### config.mk
export PLATFORM = sky130hd
export DESIGN_NAME = mac_rx_rmii_sfd
export DESIGN_NICKNAME = d
export VERILOG_FILES = /design/src/rtl/mac_rx_rmii_sfd.sv
export SDC_FILE = /design/constraint.sdc
export NUM_CORES = 1
export LEC_CHECK = 0
export BUFFER_PORTS_ARGS = -buffer_cell sky130_fd_sc_hd__buf_4
export CAP_MARGIN = 25
export CORE_ASPECT_RATIO = 0.6
export CORE_MARGIN = 2
export CORE_UTILIZATION = 50
export CTS_CLUSTER_DIAMETER = 30
export CTS_CLUSTER_SIZE = 28
export DETAILED_ROUTE_END_ITERATION = 6
export GPL_TIMING_DRIVEN = 0
export PLACE_DENSITY = 0.71
export SLEW_MARGIN = 10
export SYNTH_ARGS = -nofsm -noshare
export SYNTH_HDL_FRONTEND = slang
export SYNTH_SLANG_ARGS = --single-unit
### constraint.sdc
create_clock -name clk -period 4.59 [get_ports clk]
set_input_delay 0.918 -clock clk [delete_from_list [all_inputs] [get_ports clk]]
set_output_delay 0.918 -clock clk [all_outputs]
set_load 0.005 [all_outputs]
### src/rtl/mac_rx_rmii_sfd.sv
// RMII receive front end: hunts preamble + SFD, then streams frame dibits
// into a downstream FIFO and reports length/error at the end of each frame.
//
// state | meaning
// IDLE  | carrier off, waiting for first 01 preamble dibit
// PRE   | counting 01 preamble dibits, waiting for the 11 SFD
// DATA  | writing every received dibit to the FIFO
// DROP  | bad/aborted frame, discard until carrier drops
module mac_rx_rmii_sfd #(
    parameter int MIN_PRE   = 4,
    parameter int MAX_BYTES = 1518
) (
    input  logic        clk,
    input  logic        rst,
    input  logic        I_crs_dv,
    input  logic [1:0]  I_rxd,
    input  logic        I_fifo_full,
    output logic        O_wr_en,
    output logic [1:0]  O_wr_data,
    output logic        O_frame_end,
    output logic        O_frame_err,
    output logic [10:0] O_frame_len,
    output logic        O_overflow
);

    localparam int              PW         = (MIN_PRE < 2) ? 1 : $clog2(MIN_PRE + 1);
    localparam logic [PW-1:0]   PRE_SAT    = PW'(MIN_PRE);
    localparam logic [12:0]     MAX_DIBITS = 13'(4 * MAX_BYTES);
    localparam logic [10:0]     MAX_LEN    = 11'(MAX_BYTES);

    typedef enum logic [1:0] {IDLE, PRE, DATA, DROP} state_t;

    state_t        state;
    logic [PW-1:0] pre_cnt;
    logic [12:0]   dibit_cnt;
    logic          ovf;
    logic [12:0]   kept_cnt;

    // The write currently presented was refused by the FIFO.
    assign ovf      = O_wr_en & I_fifo_full;
    assign kept_cnt = dibit_cnt - 13'd1;

    always_ff @(posedge clk) begin
        if (rst) begin
            state       <= IDLE;
            pre_cnt     <= '0;
            dibit_cnt   <= '0;
            O_wr_en     <= 1'b0;
            O_wr_data   <= 2'b00;
            O_frame_end <= 1'b0;
            O_frame_err <= 1'b0;
            O_frame_len <= '0;
            O_overflow  <= 1'b0;
        end else begin
            O_wr_en     <= 1'b0;
            O_wr_data   <= 2'b00;
            O_frame_end <= 1'b0;
            O_frame_err <= 1'b0;
            O_frame_len <= '0;
            if (ovf) O_overflow <= 1'b1;

            case (state)
                IDLE: begin
                    pre_cnt   <= '0;
                    dibit_cnt <= '0;
                    if (I_crs_dv) begin
                        if (I_rxd == 2'b01) begin
                            state   <= PRE;
                            pre_cnt <= PW'(1);
                        end else begin
                            state <= DROP;
                        end
                    end
                end

                PRE: begin
                    if (!I_crs_dv) begin
                        state   <= IDLE;
                        pre_cnt <= '0;
                    end else begin
                        case (I_rxd)
                            2'b01: if (pre_cnt < PRE_SAT) pre_cnt <= pre_cnt + PW'(1);
                            2'b11: begin
                                if (pre_cnt >= PRE_SAT) begin
                                    state     <= DATA;
                                    dibit_cnt <= '0;
                                end else begin
                                    state <= DROP;
                                end
                            end
                            default: state <= DROP;
                        endcase
                    end
                end

                DATA: begin
                    if (ovf) begin
                        // Covers overflow on the final write too: one pulse, err forced.
                        state       <= DROP;
                        O_frame_end <= 1'b1;
                        O_frame_err <= 1'b1;
                        O_frame_len <= kept_cnt[12:2];
                    end else if (!I_crs_dv) begin
                        state       <= IDLE;
                        pre_cnt     <= '0;
                        dibit_cnt   <= '0;
                        O_frame_end <= 1'b1;
                        O_frame_err <= |dibit_cnt[1:0];
                        O_frame_len <= dibit_cnt[12:2];
                    end else if (dibit_cnt == MAX_DIBITS) begin
                        state       <= DROP;
                        O_frame_end <= 1'b1;
                        O_frame_err <= 1'b1;
                        O_frame_len <= MAX_LEN;
                    end else begin
                        O_wr_en   <= 1'b1;
                        O_wr_data <= I_rxd;
                        dibit_cnt <= dibit_cnt + 13'd1;
                    end
                end

                DROP: begin
                    if (!I_crs_dv) begin
                        state     <= IDLE;
                        pre_cnt   <= '0;
                        dibit_cnt <= '0;
                    end
                end

                default: state <= IDLE;
            endcase
        end
    end

endmodule
After elaboration in Yosys (flattened, before gate mapping)
Index checks and enable logic that the tools add are counted.
{"block": "op_classes", "add_sub_neg": 3, "order_cmp": 2, "n_eq_ne": 17, "mux": 35, "n_bitwise": 3, "reduce_logical": 8}
{"cell": "$mux 13", "n": 7}
{"cell": "$pmux 13 s4", "n": 1}
{"cell": "$mux 11", "n": 3}
{"cell": "$mux 3", "n": 5}
{"cell": "$mux 2", "n": 7}
{"cell": "$add 13x1->13 const B", "n": 1}
{"cell": "$eq 13x13->1 const B", "n": 1}
{"cell": "$sub 13x1->13 const B", "n": 1}
{"cell": "$ne 2x2->1 const B", "n": 6}
{"cell": "$ne 3x3->1 const B", "n": 4}
{"cell": "$pmux 3 s4", "n": 1}
{"cell": "$mux 1", "n": 9}
{"cell": "$pmux 2 s4", "n": 1}
{"cell": "$eq 2x2->1 const B", "n": 3}
{"cell": "$reduce_and 6->1", "n": 1}
{"cell": "$reduce_or 5->1", "n": 1}
{"cell": "$eq 2x1->1 const B", "n": 2}
{"cell": "$ne 4x4->1 const B", "n": 1}
{"cell": "$pmux 2 s2", "n": 1}
{"cell": "$reduce_and 4->1", "n": 1}
{"cell": "$reduce_or 2->1", "n": 2}
{"cell": "$reduce_or 4->1", "n": 1}
{"cell": "$add 3x1->3 const B", "n": 1}
{"cell": "$ge 3x3->1 const B", "n": 1}
{"cell": "other kinds (5)", "n": 6}
{"block": "totals", "regBits": 35, "in_bits": 6, "out_inout_bits": 17, "elab_cells": 77}

Logic depth before layout (Yosys ltp)
{"block": "logic_depth", "ltp_word": 5, "depth_mapped": 7, "ltp_nobuf": 6}

Worst setup path before layout
OpenSTA, ideal clock, no wires.
{"block": "synth_timing", "path_type": "in2reg", "start": "in I_crs_dv", "end": "reg dibit_cnt[10]", "setup_ps": 70, "t_arrival_ps": 2265, "required_ps": 4520, "setup_slack_ps": 2255, "cell_stages": 6, "n_path_buf": 2, "path_cell_list": "buf_6 and2_4 a221o_1 buf_6 or4_1 a21oi_1"}
{"block": "synth_via", "elab_chain_cells": 3, "word_cells_on_any_way": 7, "cone_classes": "eq/ne: 3; mux: 3; reduce/logical: 1"}
{"element": "start, declared", "line_no": "15", "text": "input logic I_crs_dv,"}
{"element": "$mux 13", "line_no": "103", "text": "end else if (!I_crs_dv) begin"}
{"element": "$mux 13", "line_no": "97", "text": "if (ovf) begin"}
{"element": "$pmux 13 s4", "line_no": "62", "text": "case (state)"}
{"element": "end signal, assigned", "line_no": "118", "text": "dibit_cnt <= dibit_cnt + 13'd1;"}
{"element": "end, declared", "line_no": "35", "text": "logic [12:0] dibit_cnt;"}
Parallel ways exist; a longest one is shown, timed or not. The select of a mux whose other input is x is not followed.
A chain may end at the register's enable or synchronous reset.

Final worst setup path
{"block": "layout_timing", "start": "in I_crs_dv", "end": "reg dibit_cnt[7]"}
The elaborated chain is that of the path after synthesis.

==> results by group <==
STA
  • Final Setup Violations: 0
  • Fin crit share: 48.4%
  • Final hold vios: 0
  • Final Skew: between 0.003 and 0.004 ns
  • Peak Freq: roughly 450 MHz
  • Setup_tns: 0 ns
  • Max-slew violation count: 0
  • Hold WS: around 0.46 ns
  • Final worst setup slack: 2.37 ns
  • Worst slew margin: between 50% and 60%
  • RSZ-0062 raised after global routing: no
  • Minimum clock period: between 2 and 2.5 ns
  • Slew @ Worst Pin: roughly 0.66 ns

Setup path
  • Worst R2R Path Depth: 6
  • R2R Path Start: dibit_cnt[7]
  • WP data required: between 4 and 5 ns
  • Crit path DAT: 2.43 ns
  • Flop2flop setup slack: 2.47 ns
  • Reg-to-reg endpoint: dibit_cnt[7]
  • Startpoint types: input port
  • Critical Path Fanout Max: 10
  • Crit Path Category: in2reg
  • Critical path endpoint category: register

Finish
  • Area Overhead vs Synth: 15.5%
  • Share of layout cells above drive strength 1: 17.0%
  • Ant. Diodes: 0
  • Nets: roughly 270
  • Fin cells: 312
  • Commonest non-fill, non-tap cells in the layout: dfxtp_1, buf_4, a21oi_1, clkbuf_1
  • Post-route cell area: between 2000 and 2500 um^2
  • Commonest non-fill, non-tap cell in the layout: dfxtp_1

Logic synthesis
  • YS warnings: 0
  • Synth top area cells: dfxtp_1, a21oi_1, o21ai_0, clkbuf_1, a31oi_1
  • Post-Syn Instances: ~240
  • Post-Syn Area per Cell: 8.43 um^2
  • Leading area contributor after synthesis: dfxtp_1
  • Yosys top cell area share: a little over a third
  • Synthesized area: around 2000 um^2
  • Main flop type after synthesis: dfxtp_1
  • FF+latch count, synth: 35
  • Seq/Total Area, Yosys: between 30% and 40%
  • Post-synth EDFFs: 0
  • Syn Nets: 247
  • Cell variety after synth: 51
  • Post-synth ARST share: 0%

Clock network
  • Clock sink total: 35
  • Worst-skew pair later-pin latency: ~0.29 ns
  • Total CTS buffers: 5
  • CTS clk-pin slew, worst paths: about 0.070 ns
  • Maximum clock insertion buffer count: 2
  • CTS tree: built
  • Setup Buffers After CTS: 0
  • H-Tree Depth: 2
  • Clock Root Buffer: clkbuf_8
  • PostCTS Resize Cnt: 0
  • Hold buffer count at cts: 0

Detailed routing
  • Antenna Violating Nets Remaining: 0
  • Final wirelength: 5.12 mm
  • Routed via count: roughly 1900
  • WL/cell: between 15 and 20 um
  • Pre-antenna DRT Iters: 5
  • Drt first-iter violations: ~150
  • Routed vias/inst: between 6 and 7
  • # DRC: 0

Global route
  • GR Overflow Total: 0
  • Vias in the first global route: about 1700
  • First-pass GRT wire length: just under 9 mm
  • Initial antenna violation count: 0
  • Largest net degree at the start of global routing: 11
  • GR Util All Layers: about a quarter

Job
  • # Max-Cap Violations: 0

Worst hold path
  • Worst Hold Depth: 2
  • Min-delay worst type: reg2reg
  • Hold path start: pre_cnt[1]
  • Hold Path End: pre_cnt[1]

Power and ir drop
  • Pleak: around 0.84 nW
  • Worst vdd ir: 0.000195 V
  • Power Density: 273 nW/um^2

Die
  • Die width: about 86 um
  • Starting Density: between 50% and 60%
  • Die Footprint: around 4500 um^2
  • Core area: roughly 3700 um^2
  • Row count: 17
  • Die height: roughly 53 um
  • IO Count: 23

Placed design
  • Placement-stage cell area: around 2200 um^2
  • HPWL after detailed placement: about 3.7 mm
  • IO buf count: 20
  • GPL Wtd Cong: 0.926
  • DP Cell Count: 304
  • Post-place setup slack: about 2.1 ns

Outcome
  • Status: completed
where the power goes:
part,switching (mW),leakage (nW),internal [mW],total (mW)
combinational,0.0428,0.505,0.0280,0.0708
clock,0.111,0.0515,0.137,0.248
sequential,0.00326,0.283,0.307,0.311
total,0.157,0.839,0.472,0.629
critical path, cell delays in order:
cell      delay (ns)
buf_6           0.11
nand3b_1        0.31
nor4_4          0.48
buf_2           0.30
o31ai_1         0.10
a21oi_1         0.20
worst max-delay path by stage:
stage	startpoint	endpoint	cells past startpoint
floorplan	I_crs_dv	dibit_cnt[10]	6
global placement	I_crs_dv	dibit_cnt[7]	6
detailed placement	I_fifo_full	dibit_cnt[7]	6
CTS	I_fifo_full	dibit_cnt[7]	6
global route	I_crs_dv	dibit_cnt[7]	6
finish	I_crs_dv	dibit_cnt[7]	6
through the flow:
stage          total power, mW  utilization (%)
2_1_floorplan            0.366                -
3_3_place_gp             0.386             59.0
3_5_place_dp             0.387             59.0
4_1_cts                  0.632             61.6
5_1_grt                  0.651             61.6
6_report                 0.629             61.6
cells in the mapped netlist, types with 3 or more instances:
library cell   n
clkbuf_1      16
nor2_1        12
nor3b_1        3
dfxtp_1       35
o211ai_1       5
o21ai_0       12
nand4b_1       4
inv_1          5
nor4_1         3
or4_1          7
buf_6          3
nand3b_1       4
buf_2          3
mux2i_1        3
nand3_1        6
or3b_2         4
ha_1           4
or3_1          6
a21oi_1       19
nand4_1        9
a31oi_1        9
o31ai_1        7
o311ai_0       3
and3_1         5
nor3_1         6
nand2_1        9
and4_1         3
nand2b_1       3
registers in the layout, summed over array words and instances, names as in the netlist:
| name | flops |
|---|---|
| dibit_cnt | 13 |
| O_wr_en | 1 |
| O_frame_end | 1 |
| pre_cnt | 3 |
| O_wr_data | 2 |
| O_frame_err | 1 |
| O_frame_len | 11 |
| O_overflow | 1 |
| state | 2 |
area by class of cell:
cell class	instances	area, um^2
Clock buffer	8	100
Fill cell	359	1440
Tap cell	47	58.8
Buffer	23	113
Timing Repair Buffer	20	150
Inverter	5	18.8
Sequential cell	35	701
Multi-Input combinational cell	174	1170
cell families (layout without fill, tap and decap cells):
logic type,Yosys count,after routing,synth area share [%]
compound gates,68,68,22.1
fa+ha+maj,4,4,2.50
buf+inv,28,56,6.57
flops,35,35,35.1
mux,4,4,2.07
simple gates,98,98,31.7
routing by layer:
metal	share of wire, %	up-vias	global-route usage (%)	wire length [um]
li1	-	966	-	-
met1	55	874	39.2	2840
met2	37	67	33.6	1870
met3	7.2	6	6.08	368
met4	0.78	0	6.61	40
met5	0	-	0	0
No activity file was read; power rests on OpenSTA's default activity.
